`src/rtl/hazard_ctrl.sv`:
```
// Stall/flush controller for the 5-stage RV32 pipeline: load-use bubbles, memory-wait freezes,
// branch flushes. Optional performance counters are enabled with `define HAZARD_PERF_CNT_EN.
module hazard_ctrl #(
    parameter int unsigned MEM_TIMEOUT = 64,
    parameter int unsigned CNT_W       = 32
) (
    input  logic       clk,
    input  logic       rst_n,
    input  logic       id_valid,
    input  logic [4:0] id_rs1,
    input  logic [4:0] id_rs2,
    input  logic       id_uses_rs1,
    input  logic       id_uses_rs2,
    input  logic [4:0] ex_rd,
    input  logic       ex_rw,
    input  logic       ex_mem_read,
    input  logic       mem_req_valid,
    input  logic       mem_ready,
    input  logic       branch_taken,
    output logic       pc_stall,
    output logic       if_id_stall,
    output logic       if_id_flush,
    output logic       id_ex_stall,
    output logic       id_ex_bubble,
    output logic       ex_mem_stall,
    output logic       mem_wb_bubble,
    output logic       mem_timeout
`ifdef HAZARD_PERF_CNT_EN
    ,
    output logic [CNT_W-1:0] stall_cycles,
    output logic [CNT_W-1:0] flush_count,
    output logic [CNT_W-1:0] mem_wait_cycles
`endif
);

    localparam int unsigned WaitW = $clog2(MEM_TIMEOUT + 1);
    localparam logic [WaitW-1:0] TimeoutVal = WaitW'(MEM_TIMEOUT);

    typedef enum logic [1:0] {StRun, StLuStall, StMemWait} state_e;

    state_e           state_q;
    logic [WaitW-1:0] wait_cnt_q;
    logic             timeout_q;

    logic mem_hold;
    logic rs1_hit;
    logic rs2_hit;
    logic load_use;
    logic lu_cond;
    logic lu_stall;
    logic lu_proto_err;

    assign mem_hold = mem_req_valid & ~mem_ready;
    assign rs1_hit  = id_uses_rs1 & (id_rs1 == ex_rd);
    assign rs2_hit  = id_uses_rs2 & (id_rs2 == ex_rd);
    assign load_use = ex_mem_read & ex_rw & (ex_rd != 5'd0) & id_valid & (rs1_hit | rs2_hit);

    assign lu_cond  = load_use & ~branch_taken & ~mem_hold;
    // The bubble inserted last cycle sits in EX now, so a second stall is never issued.
    assign lu_stall     = lu_cond & (state_q != StLuStall);
    assign lu_proto_err = lu_cond & (state_q == StLuStall);

    always_ff @(posedge clk) begin
        if (!rst_n) begin
            state_q    <= StRun;
            wait_cnt_q <= '0;
            timeout_q  <= 1'b0;
        end else begin
            if (mem_hold) begin
                state_q <= StMemWait;
            end else if (lu_stall) begin
                state_q <= StLuStall;
            end else begin
                state_q <= StRun;
            end

            if (mem_hold) begin
                if (wait_cnt_q != TimeoutVal) begin
                    wait_cnt_q <= wait_cnt_q + WaitW'(1);
                end
                if (wait_cnt_q >= TimeoutVal - WaitW'(1)) begin
                    timeout_q <= 1'b1;
                end
            end else begin
                wait_cnt_q <= '0;
            end
        end
    end

    always_comb begin
        pc_stall      = 1'b0;
        if_id_stall   = 1'b0;
        if_id_flush   = 1'b0;
        id_ex_stall   = 1'b0;
        id_ex_bubble  = 1'b0;
        ex_mem_stall  = 1'b0;
        mem_wb_bubble = 1'b0;
        mem_timeout   = 1'b0;
        if (rst_n) begin
            mem_timeout = timeout_q;
            if (mem_hold) begin
                pc_stall      = 1'b1;
                if_id_stall   = 1'b1;
                id_ex_stall   = 1'b1;
                ex_mem_stall  = 1'b1;
                mem_wb_bubble = 1'b1;
            end else if (branch_taken) begin
                if_id_flush  = 1'b1;
                id_ex_bubble = 1'b1;
            end else if (lu_stall) begin
                pc_stall     = 1'b1;
                if_id_stall  = 1'b1;
                id_ex_bubble = 1'b1;
            end
        end
    end

    lu_proto_chk: assert property (@(posedge clk) disable iff (!rst_n) !lu_proto_err);

`ifdef HAZARD_PERF_CNT_EN
    logic [CNT_W-1:0] stall_q;
    logic [CNT_W-1:0] flush_q;
    logic [CNT_W-1:0] mwait_q;

    always_ff @(posedge clk) begin
        if (!rst_n) begin
            stall_q <= '0;
            flush_q <= '0;
            mwait_q <= '0;
        end else begin
            if (lu_stall) begin
                stall_q <= stall_q + CNT_W'(1);
            end
            if (branch_taken & ~mem_hold) begin
                flush_q <= flush_q + CNT_W'(1);
            end
            if (mem_hold) begin
                mwait_q <= mwait_q + CNT_W'(1);
            end
        end
    end

    assign stall_cycles    = rst_n ? stall_q : '0;
    assign flush_count     = rst_n ? flush_q : '0;
    assign mem_wait_cycles = rst_n ? mwait_q : '0;
`endif

endmodule

```
`config.mk`:
```
export PLATFORM = sky130hd
export DESIGN_NAME = hazard_ctrl
export DESIGN_NICKNAME = d
export VERILOG_FILES = /design/src/rtl/hazard_ctrl.sv
export SDC_FILE = /design/constraint.sdc
export NUM_CORES = 1
export LEC_CHECK = 0
export BUFFER_PORTS_ARGS = -buffer_cell sky130_fd_sc_hd__buf_2
export CAP_MARGIN = 20
export CELL_PAD_IN_SITES_DETAIL_PLACEMENT = 0
export CELL_PAD_IN_SITES_GLOBAL_PLACEMENT = 1
export CORE_MARGIN = 1
export CORE_UTILIZATION = 32
export CTS_CLUSTER_DIAMETER = 40
export CTS_CLUSTER_SIZE = 8
export DETAILED_ROUTE_END_ITERATION = 6
export GPL_TIMING_DRIVEN = 0
export PLACE_DENSITY = 0.82
export SYNTH_ARGS = -nofsm -noshare
export SYNTH_HDL_FRONTEND = slang
export SYNTH_SLANG_ARGS = --single-unit
```
`constraint.sdc`:
```
create_clock -name clk -period 2.35 [get_ports clk]
set_input_delay 0.235 -clock clk [delete_from_list [all_inputs] [get_ports clk]]
set_output_delay 0.235 -clock clk [all_outputs]
set_load 0.1 [all_outputs]
```
Yosys cells after proc, flatten, opt, wreduce, memory -nomap -nowiden
Index checks and enable logic that the tools add are counted.
Storage, ports and cells
  register bits: 10
  logic and storage cells: 44
Operators by class
  add/subtract/negate cells: 1
  $lt $le $gt $ge: 1
  eq/ne operators: 4
  mux-type cells: 15
  bitwise operators: 15
  reductions and logical operators: 4
Operators by type and width (count)
  $mux W1: 14
  $and A1 B1 Y1: 10
  $eq A5 B5 Y1: 2
  $add A7 B1 Y7 const B: 1
  $ge A7 B6 Y1 const B: 1
  $ne A7 B7 Y1 const B: 1
  $reduce_bool A5 Y1: 1
  $not A1 Y1: 4
  $reduce_and A2 Y1: 2
  $mux W2: 1
  $ne A2 B1 Y1 const B: 1
  $reduce_or A2 Y1: 1
  $or A1 B1 Y1: 1

Logic depth before layout (Yosys ltp)
  word-level depth: 11
  depth in mapped cells: 6
  mapped depth without buffers: 5

Worst setup path before layout
Ideal clock, no wire load.
  path type: input to output
  from: in ex_rd[3]
  to: out pc_stall
  arrival: 2702 ps
  data required time: 2115 ps
  path slack: -587 ps
  stages: 5
  cell sequence: xor2_1 -> nor4_2 -> a32oi_1 -> o21ai_1 -> buf_4
On the way
  word-level cells in the longest chain between the ends: 11
  elaborated cells between the ends (all ways): 16
  those cells by class: 2 x eq/ne; 4 x mux; 9 x bitwise; 1 x reduce/logical
Ends and longest elaborated chain
  start, declared: RTL line 14  | input logic [4:0] ex_rd,
  $eq A5 B5 Y1 (tied with other cells): RTL line 54  | assign rs1_hit = id_uses_rs1 & (id_rs1 == ex_rd);
  $and A1 B1 Y1 (on tied branches): RTL line 54, 55, 56
  $or A1 B1 Y1 / $and A1 B1 Y1 (equally long branches): RTL line 56  | assign load_use = ex_mem_read & ex_rw & (ex_rd != 5'd0) & id_valid & (rs1_hit | rs2_hit);
  $and A1 B1 Y1 (*): RTL line 56
  $and A1 B1 Y1 (*) (2 in a row): RTL line 58  | assign lu_cond = load_use & ~branch_taken & ~mem_hold;
  $and A1 B1 Y1 (*): RTL line 60  | assign lu_stall = lu_cond & (state_q != StLuStall);
  $mux W1 (*) (4 in a row)
  end, declared: RTL line 20  | output logic pc_stall,
Mark *: on every way between the ends. The rest lies on a longest branch, timed or not.

Final worst setup path
  from: in ex_rd[3]
  to: out pc_stall
On the way
  word-level cells in the longest chain between the ends: 11
  elaborated cells between the ends (all ways): 16
  those cells by class: 2 x eq/ne; 4 x mux; 9 x bitwise; 1 x reduce/logical
Ends and longest elaborated chain
  $eq A5 B5 Y1 (tied with other cells): RTL line 54
  $and A1 B1 Y1 (on tied branches): RTL line 54, 55, 56
  $or A1 B1 Y1 / $and A1 B1 Y1 (equally long branches): RTL line 56
  $and A1 B1 Y1 (*): RTL line 56
  $and A1 B1 Y1 (*) (2 in a row): RTL line 58
  $and A1 B1 Y1 (*): RTL line 60
  $mux W1 (*): RTL line 110  | end else if (lu_stall) begin
  $mux W1 (*): RTL line 107  | end else if (branch_taken) begin
  $mux W1 (*): RTL line 101  | if (mem_hold) begin
  $mux W1 (*): RTL line 99  | if (rst_n) begin
Marked as above.

==> results.yml <==
layout:
  syn_to_final_growth_pct: 35.1
  final_core_util_pct: 47.8
  final_nets: 139
  antenna_cells: 0
  drive_above_1_share_pct: 39.1
worst_setup_path:
  path_cells: "buf_2, xor2_1, nor4_2, a32oi_1, o21ai_2, buf_4, buf_2"
  startpoint_type: "input port"
  critPathArrivalTime_ns: 1.76
  path_class: "input port to output pin"
  cpPeakStageDelay_ns: 0.41
  setup.worst_path.end_class: "output pin"
  rr_startpoint: "wait_cnt_q[0]"
  crit_path_frequent_cell: "buf_2"
  required_ns: 2.12
  slowest_stage: "buf_2"
  rrSetupSlack_ns: 0.96
  path_max_fanout: 3
  r2r-end: "timeout_q"
  reg2reg_depth: 5
clock_network:
  clk_path_buf_depth: 2
  cts_made_buffers: 3
  insertion_delay_ns: 0.26
  holdBufCountCts: 0
  htreeDepth: 1
  clock_sinks: 10
  clkTransAtPathRegs_ns: 0.06
  cts_setup_buffers: 0
  cts-root-buf: "clkbuf_4"
  cts_tree: "done"
  cts.repair.resized: 0
global_routing:
  grt-ovfl-total: 0
  antenna_found_initial: 0
  grt_max_degree: 8
  groute.usage.overall_pct: 14.0
  grt_pass1_vias: 556
  grt_pass1_wl_mm: 2.10
floorplan:
  fp.dieW_um: 46.4
  start_util_pct: 35.4
  core_mm2: 0.00178
  dieArea_mm2: 0.00215
  io_pins: 33
  num_rows: 15
  die_h_um: 46.4
synthesis:
  synthesis.area_um2: 631
  synth_area_per_cell_um2: 8.41
  yosys_register_bits: 10
  synth-seq-area-share_pct: 31.7
  synth_top_area_cell: "dfxtp_1"
  syn-num-nets: 102
  netlist_top_cells_area: "dfxtp_1, xor2_1, xnor2_1"
  netlist-cell-type-count: 27
  ys_warn_count: 0
  synth_top_area_share_pct: 31.7
  synth_edf_count: 0
  ys_async_sr_fraction_pct: 0
  syn_inst: 75
  synth_flop_cell: "dfxtp_1"
  yosys-top-cells-count: "dfxtp_1, xor2_1, nor2_1"
outcome:
  status: "finished, final reports clean"
routing:
  routed_wl_mm: 1.40
  drcViolationCount: 0
  vias_per_cell: 4.63
  wl_per_cell_um: 10.4
  vias: 625
  first_iter_violations: 3
  drtAntennaViolNets: 0
  dr.pass1.iters: 4
timing:
  worst_pin_slew_ns: 0.487
  layout_min_cycle_time_ns: 1.99
  finalSetupViolCount: 0
  fmax_ghz: 0.502
  hold_violations: 0
  timing.slew.headroom_pct: 67.8
  finClkSkew_ns: 0.00108
  final_max_slew_viol_count: 0
  timing.hold.ws_ns: 0.333
  setup_tns_ns: 0
  worst_slack_ns: 0.359
  fin_crit_sh_pct: 84.7
  rsz0062_at_grt: "no"
placed_design:
  pre_cts_ws_ns: 0.348
  dp_hpwl_mm: 1.10
  gp_congestion: 0.740
  port_buffers: 32
power_and_ir_drop:
  p_leak_uw: 0.000421
  sequentialPowerShare_pct: 44.2
  internal-power_uw: 266
  ir_drop_v: 0.000180
  swShare_pct: 31.9
  power_frac_comb_pct: 26.7
  power_density_mw_per_mm2: 459
  p_total_uw: 391
  power_switching_uw: 125
  pwr-share-clk_pct: 29.1
worst_hold_path:
  hold_path.class: "input port to flop"
  holdPathEnd: "state_q[0]"
  hold_path_startpoint: "rst_n"
  hold_path_depth: 3
flow_run:
  maxCapViolCount: 0
==> worst max path at each step <==
stage / start / end / slack (ns) / cells past startpoint
detailed placement: ex_rd[3] / pc_stall / 0.35 / 7
global route: ex_rd[3] / pc_stall / 0.23 / 7
global placement: ex_rd[3] / pc_stall / 0.41 / 7
finish: ex_rd[3] / pc_stall / 0.36 / 7
floorplan: ex_rd[3] / pc_stall / -0.03 / 5
CTS: ex_rd[3] / pc_stall / 0.34 / 7
==> stage by stage <==
| step | area (µm²) | instances |
|---|---|---|
| after floorplan | 638 | 75 |
| after global placement | 830 | 132 |
| after detailed placement | 830 | 132 |
| after CTS | 852 | 135 |
| after global routing | 852 | 135 |
| final | 852 | 135 |
==> logic make-up (layout without fill, tap and decap cells) <==
family	after synthesis	count (layout)	synth area share, %
multiplexers	1	1	1.59
adder cells (fa/ha/maj)	2	2	3.97
AO/OA/AOI/OAI	5	5	5.16
flip-flops	10	10	31.7
AND/OR/NAND/NOR	30	30	27.0
XOR/XNOR	16	16	22.2
buffers and inverters	11	46	8.33
==> cell usage in the layout, fill, tap and decap left out, types with 2 or more instances in the layout <==
cell / count
dfxtp_1: 10
nor4_1: 2
buf_2: 32
xnor2_1: 6
xor2_1: 10
inv_1: 7
ha_1: 2
nor2_1: 9
nand3_1: 4
buf_4: 3
and3_1: 3
clkbuf_4: 3
nand2_1: 2
nand4_1: 2
==> layer usage <==
| metal | share of wire, % | GRT usage [%] |
|---|---|---|
| met3 | 6.8 | 2.75 |
| met1 | 46 | 15.7 |
| met4 | 1.8 | 8.82 |
| met2 | 45 | 23.9 |
| met5 | 0 | 0 |
==> state kept, by name (all words and copies together) (netlist names) <==
register	count
timeout_q	1
state_q	2
wait_cnt_q	7
==> power by group through the flow <==
stage	clock network [µW]	registers, µW	logic [µW]
2_1_floorplan	0	176	69.7
3_3_place_gp	0	176	103
3_5_place_dp	0	176	104
4_1_cts	119	173	105
5_1_grt	125	173	112
6_report	114	173	104
==> worst max-delay path: cells and delay by family <==
family,cells,cell delay (ns)
buffers and inverters,3,0.65
xor gates and xnor gates,1,0.17
AOI/OAI and AO/OA,2,0.39
and+or+nand+nor,1,0.31
==> layout make-up <==
| cell class | instances | area, µm² |
|---|---|---|
| plain buffers | 4 | 26.3 |
| clock buffers | 3 | 22.5 |
| fillers | 188 | 931 |
| inverters | 7 | 26.3 |
| multi-input cells | 54 | 385 |
| flip-flops and latches | 10 | 200 |
| well taps | 25 | 31.3 |
| repair buffers | 32 | 160 |
No activity file was read; power rests on OpenSTA's default activity.
